<file path="config.mk">
export PLATFORM = sky130hd
export DESIGN_NAME = hex_scan_scheduler
export DESIGN_NICKNAME = d
export VERILOG_FILES = /design/src/rtl/hex_scan_scheduler.sv
export SDC_FILE = /design/constraint.sdc
export NUM_CORES = 1
export LEC_CHECK = 0
export BUFFER_PORTS_ARGS = -buffer_cell sky130_fd_sc_hd__clkbuf_2
export CAP_MARGIN = 40
export CORE_MARGIN = 5
export CORE_UTILIZATION = 45
export DETAILED_ROUTE_END_ITERATION = 8
export MAX_ROUTING_LAYER = met4
export SLEW_MARGIN = 20
export SYNTH_ARGS = -nofsm -noshare
export SYNTH_HDL_FRONTEND = slang
export SYNTH_SLANG_ARGS = --single-unit
</file>
<file path="constraint.sdc">
create_clock -name Clock -period 4.1 [get_ports Clock]
set_clock_uncertainty 0.05 [all_clocks]
set_input_delay 0.615 -clock Clock [delete_from_list [all_inputs] [get_ports Clock]]
set_output_delay 0.615 -clock Clock [all_outputs]
set_load 0.1 [all_outputs]
</file>
<file path="src/rtl/hex_scan_scheduler.sv">
// hex_scan_scheduler: one shared hex decoder scanned over HEX0..HEX5 from a 6-nibble buffer; HEX_LEADING_ZERO_BLANK_EN adds leading-zero blanking.
// Latency: digit latched 2 cycles after its scan tick; writes acked the cycle after accept, held off one cycle while the decoder reads.

module hex7seg (
    input  logic [3:0] nib_i,
    output logic [6:0] seg_o
);
    always_comb begin
        seg_o = 7'h7F;
        case (nib_i)
            4'h0: seg_o = 7'h40;
            4'h1: seg_o = 7'h79;
            4'h2: seg_o = 7'h24;
            4'h3: seg_o = 7'h30;
            4'h4: seg_o = 7'h19;
            4'h5: seg_o = 7'h12;
            4'h6: seg_o = 7'h02;
            4'h7: seg_o = 7'h78;
            4'h8: seg_o = 7'h00;
            4'h9: seg_o = 7'h10;
            4'hA: seg_o = 7'h08;
            4'hB: seg_o = 7'h03;
            4'hC: seg_o = 7'h46;
            4'hD: seg_o = 7'h21;
            4'hE: seg_o = 7'h06;
            4'hF: seg_o = 7'h0E;
            default: seg_o = 7'h7F;
        endcase
    end
endmodule

module hex_scan_scheduler #(
    parameter int SCAN_DIV      = 50000,
    parameter int SCROLL_FRAMES = 25
) (
    input  logic       Clock,
    input  logic       Resetn,
    input  logic       wr_req,
    input  logic [2:0] wr_addr,
    input  logic [3:0] wr_data,
    output logic       wr_ack,
    input  logic [5:0] blank_mask,
    input  logic       scroll_en,
    output logic       frame_done,
    output logic [6:0] HEX0,
    output logic [6:0] HEX1,
    output logic [6:0] HEX2,
    output logic [6:0] HEX3,
    output logic [6:0] HEX4,
    output logic [6:0] HEX5
);
    localparam int CW = (SCAN_DIV > 2) ? $clog2(SCAN_DIV) : 2;
    localparam int FW = (SCROLL_FRAMES > 1) ? $clog2(SCROLL_FRAMES) : 1;
    localparam logic [CW-1:0] CNT_LAST = CW'(SCAN_DIV - 1);
    localparam logic [FW-1:0] FRM_LAST = FW'(SCROLL_FRAMES - 1);

    typedef enum logic [1:0] {S_WAIT, S_DECODE, S_LATCH} state_t;

    state_t          state_q, state_d;
    logic [CW-1:0]   cnt_q;
    logic [2:0]      idx_q;
    logic [2:0]      off_q;
    logic [FW-1:0]   fcnt_q;
    logic [3:0]      nbuf_q [6];
    logic [6:0]      hex_q  [6];
    logic [6:0]      seg_q;
    logic            lz_q;
    logic            wr_ack_q;
    logic            frame_done_q;

    logic            tick;
    logic            wr_accept;
    logic            frame_end;
    logic [3:0]      sel_sum;
    logic [2:0]      sel_idx;
    logic [6:0]      dec_seg;
    logic            lz_blank;

    assign tick      = (cnt_q == CNT_LAST);
    assign wr_accept = wr_req && !wr_ack_q && (state_q != S_DECODE);
    assign frame_end = (state_q == S_LATCH) && (idx_q == 3'd5);

    // Display position plus scroll offset, folded back into 0..5.
    always_comb begin
        sel_sum = {1'b0, idx_q} + {1'b0, off_q};
        sel_idx = sel_sum[2:0];
        if (sel_sum >= 4'd6) begin
            sel_idx = 3'(sel_sum - 4'd6);
        end
    end

    hex7seg u_dec (
        .nib_i (nbuf_q[sel_idx]),
        .seg_o (dec_seg)
    );

`ifdef HEX_LEADING_ZERO_BLANK_EN
    logic [3:0] rot_sum;
    always_comb begin
        lz_blank = (idx_q != 3'd0);
        rot_sum  = '0;
        for (int j = 0; j < 6; j++) begin
            rot_sum = 4'(j) + {1'b0, off_q};
            if (rot_sum >= 4'd6) begin
                rot_sum = rot_sum - 4'd6;
            end
            if ((3'(j) >= idx_q) && (nbuf_q[rot_sum[2:0]] != 4'd0)) begin
                lz_blank = 1'b0;
            end
        end
    end
`else
    always_comb begin
        lz_blank = 1'b0;
    end
`endif

    always_comb begin
        state_d = state_q;
        case (state_q)
            S_WAIT:   if (tick) state_d = S_DECODE;
            S_DECODE: state_d = S_LATCH;
            S_LATCH:  state_d = S_WAIT;
            default:  state_d = S_WAIT;
        endcase
    end

    always_ff @(posedge Clock) begin
        if (!Resetn) begin
            state_q      <= S_WAIT;
            cnt_q        <= '0;
            idx_q        <= '0;
            off_q        <= '0;
            fcnt_q       <= '0;
            seg_q        <= 7'h7F;
            lz_q         <= 1'b0;
            wr_ack_q     <= 1'b0;
            frame_done_q <= 1'b0;
            for (int i = 0; i < 6; i++) begin
                nbuf_q[i] <= 4'd0;
                hex_q[i]  <= 7'h7F;
            end
        end else begin
            state_q      <= state_d;
            cnt_q        <= tick ? '0 : cnt_q + 1'b1;
            wr_ack_q     <= wr_accept;
            frame_done_q <= frame_end;

            // Addresses 6 and 7 are acknowledged but have no storage.
            if (wr_accept && (wr_addr < 3'd6)) begin
                nbuf_q[wr_addr] <= wr_data;
            end

            if (state_q == S_DECODE) begin
                seg_q <= dec_seg;
                lz_q  <= lz_blank;
            end

            if (state_q == S_LATCH) begin
                hex_q[idx_q] <= (blank_mask[idx_q] || lz_q) ? 7'h7F : seg_q;
                idx_q        <= (idx_q == 3'd5) ? 3'd0 : idx_q + 3'd1;
            end

            if (!scroll_en) begin
                off_q  <= '0;
                fcnt_q <= '0;
            end else if (frame_end) begin
                if (fcnt_q == FRM_LAST) begin
                    fcnt_q <= '0;
                    off_q  <= (off_q == 3'd5) ? 3'd0 : off_q + 3'd1;
                end else begin
                    fcnt_q <= fcnt_q + 1'b1;
                end
            end
        end
    end

    assign wr_ack     = wr_ack_q;
    assign frame_done = frame_done_q;
    assign HEX0       = hex_q[0];
    assign HEX1       = hex_q[1];
    assign HEX2       = hex_q[2];
    assign HEX3       = hex_q[3];
    assign HEX4       = hex_q[4];
    assign HEX5       = hex_q[5];
endmodule

</file>
==> summary.md, run 1 <==
| Metric | Value |
|---|---|
| Status | finished clean |
| Min-Delay Path Class | flop to flop |
| Slew Limit Fails | 0 |
| Synth unique cells | 66 |
| Pin count of the biggest net entering global routing | 33 |
| Hold Buf Count CTS | 0 |
| Register area share after synthesis | 56.99% |
| Asr flop ratio synth | 0% |
| Die width | 117.8 um |
| Rows | 39 |
| Root Buffer | clkbuf_16 |
| Post-synth EDFFs | 74 |
| Area delta synth->final | 14.10% |
| Total CTS buffers | 9 |
| CP endpoint kind | flop |
| Layout cells sized above 1 | 21.48% |
| Clock Pin Slew Worst Setup and Hold Paths | 70 ps |
| Reg2reg path depth | 11 |
| Worst-Margin Slew | 706.2 ps |
| Post-Synthesis Cells | 441 |
| Initial Util | 45.84% |
| Final setup margin | 594.0 ps |
| Die height | 117.8 um |
| Yosys reg bits | around 110 |
| Setup CP Type | flop to flop |
| Unrepaired setup endpoints after global routing | no |
| FF+latch area | 2983 um^2 |
| Hold_sp | cnt_q[0] |
| Power density over cell area | roughly 370 nW/um^2 |
| WP data arrival | roughly 3700 ps |
| I/O pins | 61 |
| Initial drt markers | 190 |
| Critical path origin | idx_q[0] |
| Avg WL per Cell | 16.00 um |
| Max-Cap Viols | 0 |
| Clk sinks | 112 |
| Final Critical Period | 3506 ps |
| Clock buffer depth | 2 |
| Post-cts sizing count | 0 |
| Setup TNS | 0 ps |
| Worst Path Required | 4260 ps |
| Die ar. | roughly 14000 um^2 |
| Static leakage | between 2 and 2.5 nW |
| FF-to-FF Start | idx_q[0] |
| Leading area contributor after synthesis | edfxtp_1 |
| Core Area | 11420 um^2 |
| HPWL after DPL | 7.910 mm |
| First-pass GRT wire length | 17.74 mm |
| Worst Hold Depth | 1 |
| Synth area leaders | edfxtp_1, dfxtp_1, ha_1 |
| CTS tree | built |
| Headroom to the max-slew limit | a little over half |
| Post-CTS setup buffer count | 0 |
| Final Cycle Share | 85.51% |
| GP Congestion | 0.8047 |
| Remaining routing DRC violations | 0 |
| Clk_lat worst skew | 340 ps |
| Pre-antenna DRT Iters | 7 |
| GRT Total Usage | between 10% and 20% |
| Setup violations, final | 0 |
| Yosys warns | 0 |
| GRT overflow | 0 |
| H-tree Lvls | 3 |
| Routed Antenna Nets | 0 |
| Most common flop cell mapped by yosys | edfxtp_1 |
| Fill cell count | 1027 |
| DR vias/cell | 5.244 |
| Via count of the first global-routing pass | 3513 |
| Fmax | 285.2 MHz |
| Port bufs | 60 |
| Avg Synthesized Cell Area | 11.87 um^2 |
| Initial antenna violation count | 0 |
| Mapped Area | 5234 um^2 |
| Share of the synthesized area in the top cell type | 42.46% |
| Routed wire length | 10.48 mm |
| Startpoint Class | flop |
| Area of the multi-input gates | 2146 um^2 |
| Worst IR Drop VDD | 0.0002300 V |
| Net count, final | between 500 and 600 |
| CP max FO | 13 |
| Worst slack, placed | 634.4 ps |
| Via Count | 3435 |
| Fin. Hold Viols | 0 |
| Inserted Diodes | 0 |
-- metal layers --
metal  GRT usage [%]  wire (um)  up-vias
li1                -          -     1725
met1           19.83       4759     1621
met2           25.42       4982       81
met3           4.421        583        8
met4           5.591        156        0
met5               -          0        -
-- Yosys cell counts, drive strengths merged (3+ instances only) --
cell type / instances
and3: 13
clkbuf: 9
nand2b: 11
a21boi: 3
ha: 12
dfxtp: 38
nor4b: 3
nand4b: 3
nor3: 10
o311ai: 4
xor2: 13
o21ai: 7
mux2: 9
nor2: 33
and2: 19
inv: 9
mux4: 4
edfxtp: 74
or3: 21
xnor2: 8
mux2i: 15
a21oi: 7
or2: 13
nand4: 8
buf: 7
nand3: 17
nand2: 37
nor2b: 7
-- stage by stage --
stage          area, um^2  power (W)  utilization [%]  hold slack, ps  std cells
6_report             5972   0.002201            52.30           391.1        655
5_1_grt              5972   0.002283            52.30           418.9        655
4_1_cts              5972   0.002223            52.30           401.8        655
3_5_place_dp         5669   0.001363            49.65           387.6        639
3_3_place_gp         5664   0.001360            49.61           374.5        638
2_1_floorplan        5260   0.001327                -           363.0        448
-- worst max-delay path, cell delays in order, from the launching register on --
cell	delay [ps]
dfxtp_1	610
ha_1	300
fa_1	590
inv_1	240
nor3_1	80
o31ai_1	240
o311a_1	350
inv_1	140
ha_1	240
mux2_1	290
a21oi_1	140
o311ai_1	110
-- final timing paths --
kind	end	slack, ps
worst max-delay path	seg_q[3]	590
worst min-delay path	cnt_q[0]	390
worst max register to register	seg_q[3]	590
worst min register to register	cnt_q[0]	390
-- final cells by class --
type	count	share of cell area [%]
inverters	9	0.5657
well taps	143	2.996
multi-input cells	311	35.93
repair buffers	64	5.489
clock buffers	12	4.484
flip-flops and latches	112	49.95
clock inverters	4	0.5866
-- cell families (layout without fill, tap and decap cells) --
family                   after synthesis  after routing  share of synthesized area (%)
AO/OA/AOI/OAI                         40             40                          5.929
XOR/XNOR                              21             21                          3.658
adder cells (fa/ha/maj)               13             13                          3.251
buffers and inverters                 25             89                          2.510
flip-flops                           112            112                          56.99
multiplexers                          28             28                          6.813
other                                  1              8                        0.07165
AND/OR/NAND/NOR                      201            201                          20.78
-- flip-flops by register name (all words and copies together), names as in the netlist --
name / flops
hex_q: 42
state_q: 2
nbuf_q: 32
idx_q: 3
cnt_q: 16
seg_q: 7
wr_ack: 1
frame_done: 1
off_q: 3
fcnt_q: 5
-- power by group --
part,internal [W],leakage (nW),total (W),switching [W]
combinational,0.0000324,1.04,0.000108,0.0000752
sequential,0.00122,0.933,0.00123,0.00000846
clock,0.000472,0.148,0.000865,0.000393
-- layout by cell type, fill, tap and decap left out, types with 11 or more instances in the layout --
| cell | n |
|---|---|
| nand3_1 | 16 |
| clkbuf_2 | 60 |
| nor2_1 | 33 |
| ha_1 | 12 |
| and3_1 | 13 |
| and2_1 | 19 |
| nand2b_1 | 11 |
| dfxtp_1 | 38 |
| or2_2 | 13 |
| nand2_1 | 35 |
| or3_1 | 21 |
| edfxtp_1 | 74 |
| mux2i_1 | 15 |
| xor2_1 | 12 |
No activity file was read; power rests on OpenSTA's default activity.
==> run 2, diff against run 1 <==
Settings changed: PLACE_DENSITY set to 0.63.
==> run 2 against run 1 <==
Net effect:
- fmax grew 7.5%
- design area up 0.10%
- non-clock buffer count increased by 1
- sequential share of layout area is 0.052 points lower
- die area is the same
- register-to-register slack better by 250 ps
- power is essentially flat
- cell count grew 0.15%
- combinational power barely moved
- clock-buffer cell count shrank 3
- critical endpoint is now seg_q[0]
- highest routed layer unchanged
==> summary.md, run 2 (synthesis results as in run 1) <==
| Metric | Value |
|---|---|
| Status | finished clean |
| Total power | 0.002203 W |
| P_int | 0.001684 W |
| Crit-path cells | ha_1 -> fa_1 -> xnor2_1 -> a311oi_1 -> a311oi_4 -> a21boi_1 -> and4b_1 -> or3_1 |
| DR vias/cell | 5.308 |
| Clk_lat worst skew | 340 ps |
| Routed wire length | between 10 and 15 mm |
| HPWL after DPL | 7.512 mm |
| CP max FO | 17 |
| Worst-Margin Slew | between 700 and 800 ps |
| Fill cell count | just under 1000 |
| Setup violations, final | 0 |
| Hold_sp | cnt_q[0] |
| GRT overflow | 0 |
| FF+latch area | just under 3000 um^2 |
| Core Area | 11420 um^2 |
| Headroom to the max-slew limit | a little over half |
| Min-Delay Path Class | flop to flop |
| Remaining routing DRC violations | 0 |
| Die height | between 100 and 150 um |
| Commonest non-fill, non-tap cell in the layout | edfxtp_1 |
| I/O pins | about 60 |
| Max-Cap Viols | 0 |
| Comb pwr share | 4.9% |
| Setup TNS | 0 ps |
| First-pass GRT wire length | 17.11 mm |
| Total CTS buffers | 9 |
| Worst Path Required | 4280 ps |
| Most frequent cells in the layout | edfxtp_1, clkbuf_2, dfxtp_1, nand2_1, nor2_1 |
| Initial Util | 45.84% |
| Layout cells sized above 1 | 21.83% |
| GRT Total Usage | 15.30% |
| Clk sinks | 112 |
| Inserted Diodes | 0 |
| CP endpoint kind | flop |
| Routed Antenna Nets | 0 |
| Hold Buf Count CTS | 0 |
| Reg power frac | 55.7% |
| Largest stage delay, worst path | 700 ps |
| Port bufs | 60 |
| Via count of the first global-routing pass | 3442 |
| Switching pwr | 0.0005181 W |
| GP Congestion | 0.8691 |
| Setup CP Type | flop to flop |
| Startpoint Class | flop |
| Initial antenna violation count | 0 |
| Fmax | 306.7 MHz |
| Switching share of total power | 23.52% |
| Post-CTS setup buffer count | 0 |
| Power density over cell area | 368.4 nW/um^2 |
| Slowest cell on crit path | a311oi_4 |
| Biggest regs | hex_q x42, nbuf_q x32, cnt_q x16 |
| Largest register FFs | 42 |
| Worst IR Drop VDD | 0.0001876 V |
| Via Count | 3482 |
| Die width | roughly 120 um |
| Rows | 39 |
| Post-cts sizing count | 0 |
| Avg WL per Cell | 15.57 um |
| Largest register by flop count | hex_q |
| Clock share of power | 39.4% |
| Pre-antenna DRT Iters | 5 |
| Root Buffer | clkbuf_16 |
| Clock buffer depth | 2 |
| Area of the multi-input gates | about 2100 um^2 |
| Die ar. | ~14000 um^2 |
| CTS tree | built |
| Slew Limit Fails | 0 |
| Fin. Hold Viols | 0 |
| Net count, final | about 540 |
| Final Cycle Share | 79.53% |
| Critical path origin | off_q[0] |
| Clock Pin Slew Worst Setup and Hold Paths | 80 ps |
| Final Critical Period | 3261 ps |
| Initial drt markers | 172 |
| Pin count of the biggest net entering global routing | 33 |
| H-tree Lvls | 3 |
| Area delta synth->final | 14.22% |
| WP data arrival | ~3400 ps |
| FF-to-FF Start | off_q[0] |
| Static leakage | 2.122 nW |
| Unrepaired setup endpoints after global routing | no |
[run 2: worst max-delay path, delay by kind of cell (launching register included)]
family,cells,cell delay (ps)
xor gates and xnor gates,1,440
DFF,1,340
adders and majority gates,2,680
AOI/OAI and AO/OA,3,1150
and+or+nand+nor,2,490
[run 2: metrics by stage]
step | worst slack [ps] | hold slack, ps | cells | utilization, % | area, um^2
3_3_place_gp | 864.2 | 374.3 | 639 | 49.67 | 5672
6_report | 839.4 | 393.6 | 656 | 52.36 | 5978
2_1_floorplan | 1230 | 363.0 | 448 | - | 5260
5_1_grt | 651.4 | 416.0 | 656 | 52.36 | 5978
3_5_place_dp | 883.8 | 382.5 | 640 | 49.72 | 5677
4_1_cts | 855.0 | 392.1 | 656 | 52.36 | 5978
[run 2: final cells by class]
| class | instances | area share, % |
|---|---|---|
| clock buffer | 9 | 3.767 |
| multi-input combinational | 311 | 35.89 |
| inverter | 9 | 0.5651 |
| sequential | 112 | 49.90 |
| tap | 143 | 2.993 |
| timing repair buffer | 65 | 5.609 |
| clock inverter | 7 | 1.277 |
[run 2: per-layer routing]
metal	track usage (%)	up-vias	wire, um
met4	3.943	0	97
met5	-	-	0
li1	-	1731	-
met2	24.43	89	4868
met1	19.53	1656	4769
met3	3.988	6	481
[run 2: final timing paths]
path | end | slack [ps] | cells after the start
setup reg to reg | seg_q[0] | 840 | 8
hold reg to reg | cnt_q[0] | 390 | 1
setup / recovery | seg_q[0] | 840 | 8
hold / removal | cnt_q[0] | 390 | 1
[run 2: power by group through the flow]
stage	logic (W)	registers [W]	clock network, W
4_1_cts	0.000107	0.00123	0.000881
2_1_floorplan	0.0000595	0.00127	0
6_report	0.000108	0.00123	0.000867
3_3_place_gp	0.000105	0.00125	0
5_1_grt	0.000118	0.00123	0.000926
3_5_place_dp	0.000107	0.00125	0
